--- src/rtl/cpu_pkg.sv ---
// Shared CPU definitions: PC source encodings, fetch FSM states and reset constants.
// Imported by the fetch unit and anything that drives its mux_pc select.
package cpu_pkg;

    typedef enum logic [1:0] {
        PC_SRC_PLUS4 = 2'b00,
        PC_SRC_ALU   = 2'b01,
        PC_SRC_JUMP  = 2'b10,
        PC_SRC_EPC   = 2'b11
    } pc_src_e;

    typedef enum logic [1:0] {
        FETCH_IDLE = 2'b00,
        FETCH_REQ  = 2'b01,
        FETCH_DONE = 2'b10
    } fetch_state_e;

    localparam logic [31:0] RESET_PC              = 32'h0000_0000;
    localparam int          FETCH_TIMEOUT_DEFAULT = 15;

    function automatic logic is_word_aligned(input logic [31:0] addr);
        return (addr[1:0] == 2'b00);
    endfunction

endpackage

--- src/rtl/fetch_unit_if.sv ---
// Instruction-memory read port between the fetch unit (master) and memory (slave).
// The request is level-held; memory answers with a single-cycle ready strobe.
interface fetch_unit_if;
    logic        mem_req;
    logic [31:0] mem_addr;
    logic [31:0] mem_rd_data;
    logic        mem_ready;

    modport master (
        output mem_req,
        output mem_addr,
        input  mem_rd_data,
        input  mem_ready
    );

    modport slave (
        input  mem_req,
        input  mem_addr,
        output mem_rd_data,
        output mem_ready
    );
endinterface

--- src/rtl/fetch_unit.sv ---
// Instruction fetch unit: owns the PC and instruction register, runs the memory read
// handshake with timeout, and computes the next-PC candidates for the control unit.
module fetch_unit
    import cpu_pkg::*;
#(
    parameter int FETCH_TIMEOUT = FETCH_TIMEOUT_DEFAULT
) (
    input  logic                clk,
    input  logic                reset_in,
    input  logic                fetch_start,
    input  logic                pc_write_enable,
    input  logic [1:0]          mux_pc,
    input  logic [31:0]         alu_result,
    input  logic [31:0]         epc_in,
    fetch_unit_if.master        mem,
    output logic [31:0]         pc,
    output logic [31:0]         instruction,
    output logic [31:0]         pc_plus4,
    output logic [31:0]         jump_target,
    output logic [31:0]         link_addr,
    output logic                fetch_done,
    output logic                fetch_error,
    output logic                align_error,
    output logic                busy
);

    localparam logic [3:0] TIMEOUT_CNT = 4'(FETCH_TIMEOUT);

    fetch_state_e state_q, state_d;
    logic [3:0]   wait_cnt_q, wait_cnt_d;
    logic [3:0]   wait_cnt_inc;
    logic [31:0]  pc_q, pc_d;
    logic [31:0]  instr_q, instr_d;
    logic         fetch_done_q, fetch_done_d;
    logic         fetch_error_q, fetch_error_d;
    logic         align_error_q, align_error_d;

    logic [31:0]  pc_plus4_w;
    logic [31:0]  jump_target_w;
    logic [31:0]  pc_src_w;
    logic         src_needs_check;

    assign pc_plus4_w    = pc_q + 32'd4;
    assign jump_target_w = {pc_plus4_w[31:28], instr_q[25:0], 2'b00};
    assign wait_cnt_inc  = wait_cnt_q + 4'd1;

    // Only the datapath-supplied sources can be misaligned; pc+4 and J-targets never are.
    always_comb begin
        pc_src_w        = pc_plus4_w;
        src_needs_check = 1'b0;
        case (pc_src_e'(mux_pc))
            PC_SRC_PLUS4: pc_src_w = pc_plus4_w;
            PC_SRC_ALU: begin
                pc_src_w        = alu_result;
                src_needs_check = 1'b1;
            end
            PC_SRC_JUMP:  pc_src_w = jump_target_w;
            PC_SRC_EPC: begin
                pc_src_w        = epc_in;
                src_needs_check = 1'b1;
            end
            default:      pc_src_w = pc_plus4_w;
        endcase
    end

    always_comb begin
        state_d       = state_q;
        wait_cnt_d    = wait_cnt_q;
        pc_d          = pc_q;
        instr_d       = instr_q;
        fetch_done_d  = 1'b0;
        fetch_error_d = 1'b0;
        align_error_d = 1'b0;

        // PC is frozen while a request is outstanding so mem_addr cannot move under memory.
        if (pc_write_enable && (state_q != FETCH_REQ)) begin
            if (src_needs_check && !is_word_aligned(pc_src_w)) begin
                align_error_d = 1'b1;
            end else begin
                pc_d = pc_src_w;
            end
        end

        case (state_q)
            FETCH_IDLE: begin
                if (fetch_start) begin
                    state_d    = FETCH_REQ;
                    wait_cnt_d = 4'd0;
                end
            end
            FETCH_REQ: begin
                if (mem.mem_ready) begin
                    instr_d = mem.mem_rd_data;
                    state_d = FETCH_DONE;
                end else if (wait_cnt_inc == TIMEOUT_CNT) begin
                    fetch_error_d = 1'b1;
                    wait_cnt_d    = 4'd0;
                    state_d       = FETCH_IDLE;
                end else begin
                    wait_cnt_d = wait_cnt_inc;
                end
            end
            FETCH_DONE: begin
                fetch_done_d = 1'b1;
                state_d      = FETCH_IDLE;
            end
            default: state_d = FETCH_IDLE;
        endcase
    end

    always_ff @(posedge clk) begin
        if (reset_in) begin
            state_q       <= FETCH_IDLE;
            wait_cnt_q    <= 4'd0;
            pc_q          <= RESET_PC;
            instr_q       <= 32'h0000_0000;
            fetch_done_q  <= 1'b0;
            fetch_error_q <= 1'b0;
            align_error_q <= 1'b0;
        end else begin
            state_q       <= state_d;
            wait_cnt_q    <= wait_cnt_d;
            pc_q          <= pc_d;
            instr_q       <= instr_d;
            fetch_done_q  <= fetch_done_d;
            fetch_error_q <= fetch_error_d;
            align_error_q <= align_error_d;
        end
    end

    // Status strobes are masked by reset so nothing stale leaks out during the reset cycle.
    assign mem.mem_req  = (state_q == FETCH_REQ) && !reset_in;
    assign mem.mem_addr = pc_q;
    assign busy         = ((state_q == FETCH_REQ) || (state_q == FETCH_DONE)) && !reset_in;
    assign fetch_done   = fetch_done_q  && !reset_in;
    assign fetch_error  = fetch_error_q && !reset_in;
    assign align_error  = align_error_q && !reset_in;

    assign pc          = pc_q;
    assign instruction = instr_q;
    assign pc_plus4    = pc_plus4_w;
    assign jump_target = jump_target_w;
    assign link_addr   = pc_plus4_w;

endmodule
--- src/flat_wrapper.sv ---
// flat-port wrapper written by rule: the top's interface ports become plain ports
module fetch_unit_flat import cpu_pkg::*;
#(
    parameter int FETCH_TIMEOUT = FETCH_TIMEOUT_DEFAULT
)
  (clk, reset_in, fetch_start, pc_write_enable, mux_pc, alu_result, epc_in, pc, instruction, pc_plus4, jump_target, link_addr, fetch_done, fetch_error, align_error, busy, mem_mem_req, mem_mem_addr, mem_mem_rd_data, mem_mem_ready);
  fetch_unit_if mem_i ();
  input  logic clk;
  input  logic reset_in;
  input  logic fetch_start;
  input  logic pc_write_enable;
  input  logic [1:0] mux_pc;
  input  logic [31:0] alu_result;
  input  logic [31:0] epc_in;
  output logic [31:0] pc;
  output logic [31:0] instruction;
  output logic [31:0] pc_plus4;
  output logic [31:0] jump_target;
  output logic [31:0] link_addr;
  output logic fetch_done;
  output logic fetch_error;
  output logic align_error;
  output logic busy;
  output wire logic [$bits(mem_i.mem_req)-1:0] mem_mem_req;
  output wire logic [$bits(mem_i.mem_addr)-1:0] mem_mem_addr;
  input wire logic [$bits(mem_i.mem_rd_data)-1:0] mem_mem_rd_data;
  input wire logic [$bits(mem_i.mem_ready)-1:0] mem_mem_ready;
  assign mem_mem_req = mem_i.mem_req;
  assign mem_mem_addr = mem_i.mem_addr;
  assign mem_i.mem_rd_data = mem_mem_rd_data;
  assign mem_i.mem_ready = mem_mem_ready;
  fetch_unit #(.FETCH_TIMEOUT(FETCH_TIMEOUT)) u_core (.clk(clk), .reset_in(reset_in), .fetch_start(fetch_start), .pc_write_enable(pc_write_enable), .mux_pc(mux_pc), .alu_result(alu_result), .epc_in(epc_in), .mem(mem_i), .pc(pc), .instruction(instruction), .pc_plus4(pc_plus4), .jump_target(jump_target), .link_addr(link_addr), .fetch_done(fetch_done), .fetch_error(fetch_error), .align_error(align_error), .busy(busy));
endmodule
--- config.mk ---
export PLATFORM = sky130hd
export DESIGN_NAME = fetch_unit_flat
export DESIGN_NICKNAME = d
export VERILOG_FILES = /design/src/rtl/cpu_pkg.sv /design/src/rtl/fetch_unit_if.sv /design/src/rtl/fetch_unit.sv /design/src/flat_wrapper.sv
export SDC_FILE = /design/constraint.sdc
export NUM_CORES = 1
export LEC_CHECK = 0
export CORE_MARGIN = 3
export CORE_UTILIZATION = 39
export CTS_CLUSTER_DIAMETER = 40
export CTS_CLUSTER_SIZE = 28
export DETAILED_ROUTE_END_ITERATION = 10
export GPL_ROUTABILITY_DRIVEN = 0
export GPL_TIMING_DRIVEN = 1
export PLACE_DENSITY = 0.82
export SYNTH_ARGS = -nofsm -noshare
export SYNTH_HDL_FRONTEND = slang
export SYNTH_SLANG_ARGS = --single-unit
--- constraint.sdc ---
create_clock -name clk -period 2.8 [get_ports clk]
set_input_delay 0.7 -clock clk [delete_from_list [all_inputs] [get_ports clk]]
set_output_delay 0.7 -clock clk [all_outputs]
set_load 0.05 [all_outputs]
== Yosys cells after proc, flatten, opt, wreduce, memory -nomap -nowiden ==
Index checks and enable logic that the tools add are counted.
Storage, ports and cells
  flip-flop bits (word level): 73
  bits of input ports: 103
  output and inout port bits: 197
Cells by class
  add/sub/neg operators: 2
  equal/unequal tests: 10
  multiplexer cells: 13
  bitwise operators: 3
  reduce and logical (&&, ||, !) cells: 21
Operators by type and width (number)
  case mux 32 bit (4 select lines): 1
  adder 32 x 3 -> 32 bit, second input constant: 1
  2-to-1 mux 4 bit: 3
  case mux 4 bit (2 select lines): 1
  logical AND 1 bit: 7
  == test 2 bit, second input constant: 3
  logical NOT 2 bit: 3
  2-to-1 mux 2 bit: 3
  AND reduction 2 bit: 3
  adder 4 x 1 -> 4 bit, second input constant: 1
  == test 2 x 1 -> 1 bit, second input constant: 2
  == test 4 bit, second input constant: 1
  2-to-1 mux 1 bit: 4
  inequality test 2 bit, second input constant: 2
  case mux 2 bit (2 select lines): 1
  OR reduction 2 bit: 2
  inequality test 3 x 2 -> 1 bit, second input constant: 1
  inverter 1 bit: 3
  AND reduction 3 bit: 1
  OR reduction 3 bit: 1
  logical NOT 1 bit: 2
  inequality test 2 x 1 -> 1 bit, second input constant: 1
  nonzero test 2 bit: 1
  logical OR 1 bit: 1

== Logic depth before layout (Yosys ltp) ==
  word-level depth: 7
  depth in mapped cells: 8
  depth with buffers taken out: 7

== Worst setup path after synthesis ==
No wires, ideal clock.
  kind: register to output
  start point: reg u_core.pc_q[2], in the netlist u_core.mem.mem_addr[2]
  end point: out link_addr[28]
  arrival: 3.030 ns
  setup slack: -0.930 ns
  stages on the path, launching flop included: 7
  path buffers: 1
  cell sequence: dfxtp_1 -> ha_1 -> nand3_1 -> nor4_1 -> nand4_1 -> xnor2_1 -> buf_4
Between the ends
  longest elaborated chain between the ends: 1
Ends and longest elaborated chain
  from (decl): RTL line fetch_unit.sv:32  | logic [31:0] pc_q, pc_d;
  from (signal assigned): RTL line fetch_unit.sv:123  | pc_q <= pc_d;
  adder 32 x 3 -> 32 bit: RTL line fetch_unit.sv:43  | assign pc_plus4_w = pc_q + 32'd4;
  to (decl): RTL line flat_wrapper.sv:19  | output logic [31:0] link_addr;
Every way passes these cells.

== Final worst setup path ==
  start point: reg u_core.pc_q[3], in the netlist u_core.mem.mem_addr[3]
  end point: out link_addr[28]
Same word-level chain as after synthesis.

==> results.md <==
* Run status: complete, but fails checks
* Violated checks: negative setup slack
* Number of antenna violations at the first check in global routing at 0
* Total die area at 0.0149 mm^2
* Clock Tree Buf Depth at 2
* Met3 track utilization from global routing at 0.0599
* Seq cells post-synth at 73
* Final period demand of the worst path at 2910 ps
* Drt initial violations at 613
* Clk slew on worst S/H paths at 60 ps
* Max-cap viol count at 0
* Max_slew headroom at 0.576
* Met2 Track Usage GR at 0.470
* Netlist area before placement at 0.00525 mm^2
* Count of TritonRoute iterations in the first routing pass at 7
* Distinct cells, synth at a little over 60
* Die width at around 120 um
* Wire length of the first global-routing pass at 32500 um
* Clk sinks at between 70 and 80
* Clock buffer count from CTS at 9
* Power per standard cell area at 422 mW/mm^2
* Leading cell type in the layout, fill and taps excluded: sky130_fd_sc_hd__clkdlybuf4s50_1
* Number of max-slew violations in the final report at 0
* Post-synthesis average cell area at 7.71 um^2
* Number of nets in the layout at 1027
* Final Hold Slack at around 460 ps
* Transition time at the pin with the least slew margin at about 630 ps
* Post-cts hold buffer count at 0
* Path type of the worst setup path: reg2out
* Nature of the critical path endpoint: primary output
* Max VDD drop at about 0.0003 V
* I/O Pins at 300
* H-Tree Level Count at 3
* Die height at about 120 um
* Seq/Total Area, Yosys at 0.279
* Commonest non-fill, non-tap cells in the layout: 229 x sky130_fd_sc_hd__clkdlybuf4s50_1, 98 x sky130_fd_sc_hd__nand2_1, 71 x sky130_fd_sc_hd__a21oi_1, 67 x sky130_fd_sc_hd__buf_4, 62 x sky130_fd_sc_hd__buf_12
* DPL Wire Length at between 15000 and 20000 um
* Hold Path Origin: u_core.instruction[29]$_SDFFE_PP0P_
* Cell taking the most area after synthesis: sky130_fd_sc_hd__dfxtp_1
* Worst hold path class: reg2reg
* Dpl cell area at roughly 0.0089 mm^2
* Clock root buffer: sky130_fd_sc_hd__clkbuf_16
* Crit Path Max Fanout at 5
* Proportion of netlist area held by the largest area contributor at 0.279
* # port buffers at a little under 300
* Diodes inserted at 0
* Final setup violation count at 14
* Top FF cell, synth: sky130_fd_sc_hd__dfxtp_1
* Grt peak-use layer: met2
* Total core area at 0.0129 mm^2
* Start point of the critical path: u_core.mem.mem_addr[3]$_SDFFE_PP0P_
* Antenna-violating nets left at 0
* Cell leakage power at 3.79 nW
* Routed via count divided by cell count at 5.55
* Worst Setup Slack, final at -105 ps
* Residual DRC at 0
* Global Route met1 Usage at 0.354
* Synth-to-Final Area Change at 83.9%
* Post-route design area at roughly 0.0096 mm^2
* Data required, critical path at about 2100 ps
* Crit path launch type: register
* Number of cells produced by synthesis at 680
* Arrival time reported for the critical path endpoint at ~2200 ps
* Number of global-route vias before repair at between 5000 and 6000
* # fillers at between 800 and 900
* Setup repair after global routing missed its margin: yes
* Final worst path period share at 1.04
* Global-route usage over all layers at 0.279
* Rows at 41
* Placed instance count at 1039
* Via Count at approximately 6100
* Aggregate routed wire length at around 22000 um
* Worst clock skew on the final layout at between 5 and 6 ps
* Leftover overflow at the end of global routing at 0
* Yosys warning count at 0
* Peak Freq at around 0.34 GHz
* Clock tree from TritonCTS: yes
* Startpoint of the worst register-to-register path: u_core.mem.mem_addr[3]$_SDFFE_PP0P_
* Proportion of register bits with asynchronous set or reset after synthesis at 0
* Initial Utilization at 0.407
* WL/cell at between 20 and 25 um
* Fin. Hold Viols at 0
* Fraction of the core area covered by cells at the end of the flow at 0.749
* Sum of internal, switching and leakage power at about 0.0041 W
* Fraction of layout cells with a size suffix above 1 at 0.278
* Non-filler cells in the finished layout at ~1100
* Ranking of synthesized cells by area: sky130_fd_sc_hd__dfxtp_1 28%, sky130_fd_sc_hd__buf_4 14%, sky130_fd_sc_hd__nand2_1 7.3%
* Post-synth EDFFs at 0
* Pin count of the biggest net entering global routing at 36
* Later-pin clock latency in the skew report at 330 ps
path summary, 6_finish.rpt:
kind                                     endpoint  slack [ps]  cells after the start
max reg2reg  u_core.mem.mem_addr[28]$_SDFFE_PP0P_         760                      6
min reg2reg   u_core.instruction[29]$_SDFFE_PP0P_         460                      2
max                                 link_addr[28]        -110                      6
min           u_core.instruction[29]$_SDFFE_PP0P_         460                      2
layout make-up:
class                      instances  area [um^2]  share of cell area
clock buffer                      10          229              0.0237
inverter                          12         45.0             0.00467
tap                              172          215              0.0223
multi-input combinational        454         3380               0.351
timing repair buffer             368         4140               0.429
clock inverter                     6         88.8             0.00921
sequential                        73         1550               0.161
timing repair:
item | CTS | global route
pin swaps | 16 | 22
setup buffers | 27 | 13
resized for setup | 22 | 16
endpoints found under the setup margin | 41 | 40
gates cloned | 0 | 0
per-stage QoR:
stage	worst slack, ps	setup TNS, ps
after floorplan	-66.9	-444
after global placement	198	0
after detailed placement	112	0
after CTS	-130	-844
after global routing	-160	-1840
final	-105	-820
critical path, stage by stage, from the launching register on:
cell and delay [ps]:
sky130_fd_sc_hd__dfxtp_4 390, sky130_fd_sc_hd__ha_4 160, sky130_fd_sc_hd__nand3_4 110, sky130_fd_sc_hd__nor4_4 330, sky130_fd_sc_hd__nand4_1 280, sky130_fd_sc_hd__xnor2_4 410, sky130_fd_sc_hd__buf_12 190
power breakdown:
group / switching [W] / internal (W) / total, W / leakage (nW)
sequential: 0.0000769 / 0.00109 / 0.00116 / 0.612
combinational: 0.000956 / 0.000680 / 0.00164 / 3.02
clock: 0.000484 / 0.000785 / 0.00127 / 0.157
cell families after synthesis:
| logic type | share of synthesized area |
|---|---|
| adders and majority gates | 0.0143 |
| buffers and inverters | 0.183 |
| other | 0.000715 |
| xor gates and xnor gates | 0.0484 |
| AOI/OAI and AO/OA | 0.186 |
| DFF | 0.279 |
| muxes | 0.0766 |
| and+or+nand+nor | 0.213 |
per-layer routing:
metal / vias to the layer above / part of all wire / wire length [um]
met5: - / 0 / 0
met4: 0 / 0.031 / 681
met3: 65 / 0.096 / 2100
met2: 427 / 0.49 / 10700
met1: 2822 / 0.38 / 8380
li1: 2768 / - / -
synthesized netlist by cell type (3+ instances only):
cell,number
sky130_fd_sc_hd__inv_1,12
sky130_fd_sc_hd__a21o_1,5
sky130_fd_sc_hd__nor4_1,5
sky130_fd_sc_hd__a221oi_1,4
sky130_fd_sc_hd__o21ai_0,17
sky130_fd_sc_hd__nand2b_1,3
sky130_fd_sc_hd__a31oi_1,7
sky130_fd_sc_hd__dfxtp_1,73
sky130_fd_sc_hd__a211oi_1,4
sky130_fd_sc_hd__nand4_1,16
sky130_fd_sc_hd__a21oi_1,71
sky130_fd_sc_hd__a22oi_1,7
sky130_fd_sc_hd__and3_1,6
sky130_fd_sc_hd__xnor2_1,22
sky130_fd_sc_hd__nor2b_1,10
sky130_fd_sc_hd__mux2_2,13
sky130_fd_sc_hd__o21a_1,3
sky130_fd_sc_hd__nor3_2,4
sky130_fd_sc_hd__nor3_1,10
sky130_fd_sc_hd__nand3_1,18
sky130_fd_sc_hd__and2_1,5
sky130_fd_sc_hd__a22o_1,3
sky130_fd_sc_hd__buf_4,98
sky130_fd_sc_hd__nor2_1,32
sky130_fd_sc_hd__xor2_1,7
sky130_fd_sc_hd__buf_1,3
sky130_fd_sc_hd__buf_2,9
sky130_fd_sc_hd__mux2i_1,12
sky130_fd_sc_hd__clkbuf_1,31
sky130_fd_sc_hd__nand2_1,102
sky130_fd_sc_hd__and4_1,4
sky130_fd_sc_hd__ha_1,6
sky130_fd_sc_hd__o21ai_1,15
sky130_fd_sc_hd__mux4_2,6
registers in the layout, indices dropped and copies added, names as in the netlist:
name	flops
u_core.state_q	2
u_core.mem.mem_addr	32
u_core.wait_cnt_q	4
u_core.fetch_error_q	1
u_core.instruction	32
u_core.align_error_q	1
u_core.fetch_done_q	1
Power figures use the tool's default switching activity.
